### config.mk
export PLATFORM = sky130hd
export DESIGN_NAME = stopwatch_ctrl
export DESIGN_NICKNAME = d
export VERILOG_FILES = /design/src/rtl/stopwatch_ctrl.sv
export SDC_FILE = /design/constraint.sdc
export NUM_CORES = 1
export LEC_CHECK = 0
export ABC_AREA = 1
export ABC_CLOCK_PERIOD_IN_PS = 2750
export CAP_MARGIN = 20
export CORE_MARGIN = 2
export CORE_UTILIZATION = 35
export CTS_BUF_LIST = sky130_fd_sc_hd__clkbuf_16
export DETAILED_ROUTE_END_ITERATION = 8
export SLEW_MARGIN = 30
export SYNTH_ARGS = -nofsm -noshare
export SYNTH_HDL_FRONTEND = slang
export SYNTH_SLANG_ARGS = --single-unit
### constraint.sdc
create_clock -name clk -period 2.75 [get_ports clk]
set_clock_uncertainty 0.15 [all_clocks]
set_input_delay 0.55 -clock clk [delete_from_list [all_inputs] [get_ports clk]]
set_output_delay 0.55 -clock clk [all_outputs]
set_load 0.02 [all_outputs]
### src/rtl/stopwatch_ctrl.sv
// Stopwatch control FSM: start/stop and lap/clear button handling with a
// tick-timed lap-display hold. All outputs are registered (1-cycle latency).
module stopwatch_ctrl #(
   parameter int unsigned HOLD_TICKS = 300,
   parameter int unsigned CW         = 9
) (
   input  logic       clk,
   input  logic       reset,
   input  logic       tick,
   input  logic       btn_ss,
   input  logic       btn_lap,
   output logic       run,
   output logic       clr,
   output logic       lap_load,
   output logic       sel,
   output logic [1:0] state
);

   typedef enum logic [1:0] {
      IDLE  = 2'b00,
      RUN   = 2'b01,
      LAP   = 2'b10,
      PAUSE = 2'b11
   } state_t;

   state_t          state_q, state_d;
   logic [CW-1:0]   hold_q, hold_d;
   logic            run_q, run_d;
   logic            sel_q, sel_d;
   logic            clr_q, clr_d;
   logic            lap_load_q, lap_load_d;
   logic            ss_q, lap_q;
   logic            ss_rise, lap_rise, lap_acc;

   assign ss_rise  = btn_ss & ~ss_q;
   assign lap_rise = btn_lap & ~lap_q;
   // A lap edge only counts when it is not shadowed by a start/stop edge.
   assign lap_acc  = lap_rise & ~ss_rise;

   // Edge registers reset high so a button held through reset is not an edge.
   always_ff @(posedge clk or posedge reset) begin
      if (reset) begin
         state_q    <= IDLE;
         hold_q     <= '0;
         run_q      <= 1'b0;
         sel_q      <= 1'b0;
         clr_q      <= 1'b0;
         lap_load_q <= 1'b0;
         ss_q       <= 1'b1;
         lap_q      <= 1'b1;
      end else begin
         state_q    <= state_d;
         hold_q     <= hold_d;
         run_q      <= run_d;
         sel_q      <= sel_d;
         clr_q      <= clr_d;
         lap_load_q <= lap_load_d;
         ss_q       <= btn_ss;
         lap_q      <= btn_lap;
      end
   end

   always_comb begin
      state_d = state_q;
      hold_d  = hold_q;
      unique case (state_q)
         IDLE: begin
            if (ss_rise) state_d = RUN;
         end
         RUN: begin
            if (ss_rise) begin
               state_d = PAUSE;
            end else if (lap_rise) begin
               state_d = LAP;
               hold_d  = CW'(HOLD_TICKS);
            end
         end
         LAP: begin
            if (ss_rise) begin
               state_d = PAUSE;
            end else if (lap_rise) begin
               hold_d  = CW'(HOLD_TICKS);
            end else if (tick) begin
               if (hold_q <= CW'(1)) begin
                  state_d = RUN;
                  hold_d  = '0;
               end else begin
                  hold_d  = hold_q - CW'(1);
               end
            end
         end
         PAUSE: begin
            if (ss_rise)       state_d = RUN;
            else if (lap_rise) state_d = IDLE;
         end
         default: state_d = IDLE;
      endcase
      if (state_d != LAP) hold_d = '0;
   end

   always_comb begin
      run_d      = (state_d == RUN) || (state_d == LAP);
      sel_d      = (state_d == LAP);
      clr_d      = lap_acc & ((state_q == IDLE) || (state_q == PAUSE));
      lap_load_d = lap_acc & ((state_q == RUN) || (state_q == LAP));
   end

   assign run      = run_q;
   assign sel      = sel_q;
   assign clr      = clr_q;
   assign lap_load = lap_load_q;
   assign state    = state_q;

endmodule

# ---- Word-level counts from Yosys, hierarchy flattened
# Cells that the tools add are included.
dict set report word_totals {
  input_bits 5
  register_bits 17
  out_inout_bits 6
  wordCells 52
}
dict set report op_classes {
  add_sub_neg 1
  n_eq_ne 10
  bitwise 8
  muxes 18
  reduce_logical 6
  order_cmp 1
}
# cell count
set ops {}
lappend ops {{$mux 9} 7}
lappend ops {{$mux 2} 9}
lappend ops {{$pmux 9 s2} 1}
lappend ops {{$le 9x1->1 const B} 1}
lappend ops {{$ne 3x3->1 const B} 3}
lappend ops {{$sub 9x1->9 const B} 1}
lappend ops {{$pmux 2 s4} 1}
lappend ops {{$eq 2x2->1 const B} 3}
lappend ops {{$and 1x1->1} 5}
lappend ops {{$reduce_and 5->1} 1}
lappend ops {{$eq 2x1->1 const B} 2}
lappend ops {{$ne 4x4->1 const B} 1}
lappend ops {{$logic_or 1x1->1} 3}
lappend ops {{$not 1->1} 3}
lappend ops {{$reduce_bool 3->1} 1}
lappend ops {{$logic_not 2->1} 1}
lappend ops {{$ne 2x2->1 const B} 1}

# ---- Longest topological paths before layout
dict set report logic_depth {
  word_depth 9
  mapped_depth 16
  ltp_nobuf 16
}

# ---- Worst setup path before layout
# No wires, ideal clock.
dict set report synth_timing {
  path_kind {register to register}
  startpoint {register state_q[1] (netlist: state[1])}
  endpoint {register hold_q[4]}
  stages_incl_launch_ff 14
  required_time_ns 2.522
  synth_period_minus_slack_ns 2.160
  path_slack_ns 0.590
  arrival_time_ns 1.933
  setup_time_ns 0.078
  path_cell_list {dfrtp_1 inv_1 ha_1 o21ai_0 nand3_1 o21ai_0 nand2_1 inv_1 ha_1 inv_1 nor2_1 nand3_1 nand2_1 a21boi_1}
}
dict set report synth_between {
  word_cells_on_any_way 23
}
# element line_no
set synth_rtl {}
lappend synth_rtl {{start: declaration} 26} ;# state_t state_q, state_d;
lappend synth_rtl {{start signal: assignment} 52} ;# state_q <= state_d;
lappend synth_rtl {{$eq 2x2->1 (tied with other cells)} 66} ;# unique case (state_q)
lappend synth_rtl {{$pmux 2 s4 *} 66}
lappend synth_rtl {{named net state_d[0]} 26}
lappend synth_rtl {{$ne 2x2->1 *} 98} ;# if (state_d != LAP) hold_d = '0;
lappend synth_rtl {{$ne 4x4->1 (no source line) (tied with other cells)} n/a}
lappend synth_rtl {{$reduce_and 5->1 (no source line)} n/a}
lappend synth_rtl {{end signal: assignment} 53} ;# hold_q <= hold_d;
lappend synth_rtl {{end: declaration} 27} ;# logic [CW-1:0] hold_q, hold_d;
# Mark *: on every way through the listed nets, which the timed path passes. The rest lies on a longest branch.
# A chain may end at the register's enable or synchronous reset.

# ---- Worst setup path after layout
dict set report layout_timing {
  startpoint {input port btn_lap}
  endpoint {register hold_q[4]}
}
dict set report layout_between {
  elab_chain_len 7
  word_cells_on_any_way 19
}
# element line_no
set layout_rtl {}
lappend layout_rtl {{start: declaration} 11} ;# input logic btn_lap,
lappend layout_rtl {{$and 1x1->1 *} 36} ;# assign lap_rise = btn_lap & ~lap_q;
lappend layout_rtl {{$mux 2, on equally long branches} {94, 73, 81}}
lappend layout_rtl {{$mux 2, on equally long branches} {93, 71, 79}}
lappend layout_rtl {{$pmux 2 s4 *} 66}
lappend layout_rtl {{named net state_d[0]} 26}
lappend layout_rtl {{$ne 2x2->1 *} 98}
lappend layout_rtl {{$ne 4x4->1 (no source line) (tied with other cells)} n/a}
lappend layout_rtl {{$reduce_and 5->1 (no source line)} n/a}
# Mark *: on every way through the listed nets, which the timed path passes. The rest lies on a longest branch. The select of a mux whose other input is x is not followed.

==> metrics <==
met3 global-route usage 0.0393; Remaining DRCs 0; most area-consuming cells after synthesis dfrtp_1 (35%), nand2_1 (12%), inv_1 (9.7%); Post-synth EDFFs 0; height of the die 59.6 um; status finished, final reports clean; # nets final 174; Hold Path Stages 2; Post-Route WL 2.12 mm; worst hold slack between 0.4 and 0.5 ns; layer with the highest usage met2; Synthesized Nets approximately 160; Max stage delay on crit path 0.49 ns; Reg2Reg Depth 12; Avg Inst Size Synth ~7.4 um^2; Inst Count DP 190; GR Overflow Total 0; proportion of layout cells with a drive suffix above 1 0.106; num ports 11; Final Core Density 0.434; initial core utilization 0.360; Hold Path End hold_q[8]; reg2reg end hold_q[4]; Final Cycle Share 0.904; Max-Cap Viols 0; Area Growth Syn to Fin 20.3%; CTS Sinks 17; Post-Synth Simple-Gate Area 0.328; Mapped Cells 147; share of Yosys cell area claimed by the top area cell type 0.347; placer congestion estimate 0.830; CP Launch Type primary input; Synth Flop Type dfrtp_1; slowest CP cell clkdlybuf4s50_1; reg2reg start state[0]; vias in the first global route 870; CTS Root Cell clkbuf_16; buffer and inverter count on the worst path 4; CTS H-tree depth 1; first-pass GRT wire length between 3 and 4 mm; synth cell count leaders nand2_1 (36), inv_1 (28), nor2_1 (21); Compound-Gate Fraction of Synth Area 0.0717; Vias/cell around 4.7; Port-buffer cells 10; worst-path fanout max 6; xor/xnor share of the synthesized area 0.0162; TritonCTS buffer count 3; RSZ-0062 raised after global routing false; synthesized cell area 1080 um^2; Warnings, synthesis 0; cell row count 20; largest family of logic cells by synthesized area simple AND/OR/NAND/NOR gates; overall die width 59.6 um; clk buf depth 2; Final HPWL DP 1.65 mm; wire length per cell 10.9 um; post-synthesis adder-cell area fraction 0.0809; clk_lat worst skew 0.25 ns; CP startpoint btn_lap; global-route usage over all layers 0.147; Yosys top cell by area dfrtp_1; CP top delay family simple AND/OR/NAND/NOR gates; top-count cell post-synth nand2_1; Synth cell types 19; vias 912; core area 3000 um^2; clock transition at the registers of the reported paths 0.05 ns; worst-margin pin slew approximately 0.65 ns; number of antenna diodes 0; met1 usage 0.180; hold wc startpoint hold_q[8]; Hold Path Class reg -> reg; ys async rst share 1.00; fmax 0.402 GHz; post-route ant nets 0; Detailed Routing Iterations Pass 1 4; Slew Viols, Final 0; Setup crit end kind flop; mux contribution to synthesized area 0; crit path cell chain clkdlybuf4s50_1 -> nand2_2 -> inv_1 -> nand2_1 -> o21ai_0 -> nand3_1 -> o21ai_0 -> nand2_1 -> inv_1 -> ha_1 -> inv_1 -> nor2_1 -> nand3_1 -> nand2_1 -> a21boi_1; Worst Path Arrival 2.50 ns; initial drt markers 23; Seq cells post-synth 17; Slew HR 0.568; Crit path required time about 2.8 ns; CTS tree done; CP Class in -> reg; initial antenna violation count 0; met2 Use GR 0.235; worst reg2reg setup slack 0.43 ns; register area share after synthesis 0.395; die area 3550 um^2; Finished Layout Cells 194; setup violators final 0; Fin. Hold Viols 0; pin count of the biggest net entering global routing 18; fin crit period 2.49 ns
## through the flow
stage               TNS (ns)  instance area (um^2)  setup slack, ns
CTS                        0                  1300            0.228
finish                     0                  1300            0.264
global route               0                  1300           0.0296
detailed placement   -0.0399                  1220          -0.0312
floorplan                  0                  1080            0.590
global placement           0                  1220           0.0649
## worst max-delay path by stage
stage	endpoint	depth (start not counted)
floorplan	hold_q[4]	13
global placement	hold_q[6]	16
detailed placement	hold_q[4]	15
CTS	hold_q[4]	15
global route	hold_q[4]	15
finish	hold_q[4]	15
## per-layer routing
layer	vias up	wire [um]
met5	-	0
met4	0	23
met3	2	58
met2	12	1060
met1	422	977
li1	476	-
## registers in the layout (all words and copies together), names as in the netlist
name      flops
lap_load      1
sel           1
hold_q        9
ss_q          1
lap_q         1
state         2
run           1
clr           1
## cells in the final DEF, fill, tap and decap left out, drive strengths merged, types with 3 or more instances in the layout
master         count
a21oi              4
clkbuf             3
clkdlybuf4s50     10
dfrtp             15
ha                 7
inv               28
nand2             42
nand3              7
nand4              5
nor2              22
o21ai             10
## final cells by class
cell class | count | area [um^2]
sequential | 17 | 428
tap | 33 | 41.3
clock buffer | 3 | 75.1
multi-input combinational | 101 | 541
timing repair buffer | 11 | 108
fill | 301 | 1700
clock inverter | 1 | 5.00
inverter | 28 | 105
## repair_timing
action / 4_1_cts / 5_1_grt
hold buffers: 0 / 0
buffers inserted: 0 / 0
resized for setup: 0 / 1
setup endpoints to repair: 0 / 2
## worst reg2reg max path, cell delays in order (launching register included)
cell      delay, ns
dfrtp_1        0.43
inv_1          0.11
ha_1           0.25
inv_1          0.08
a21oi_1        0.12
nand2_1        0.06
a21oi_1        0.18
ha_1           0.23
inv_1          0.06
nor2_1         0.15
nand3_1        0.12
nand2_1        0.11
a21boi_1       0.18
## logic make-up after synthesis
logic type	Yosys count
compound gates	15
xor+xnor	2
fa+ha+maj	7
buf+inv	29
flops	17
simple gates	77
Power is left out: the tool's default activity adds up to more than one toggle a clock period on the data nets, which glitch-free logic cannot reach.
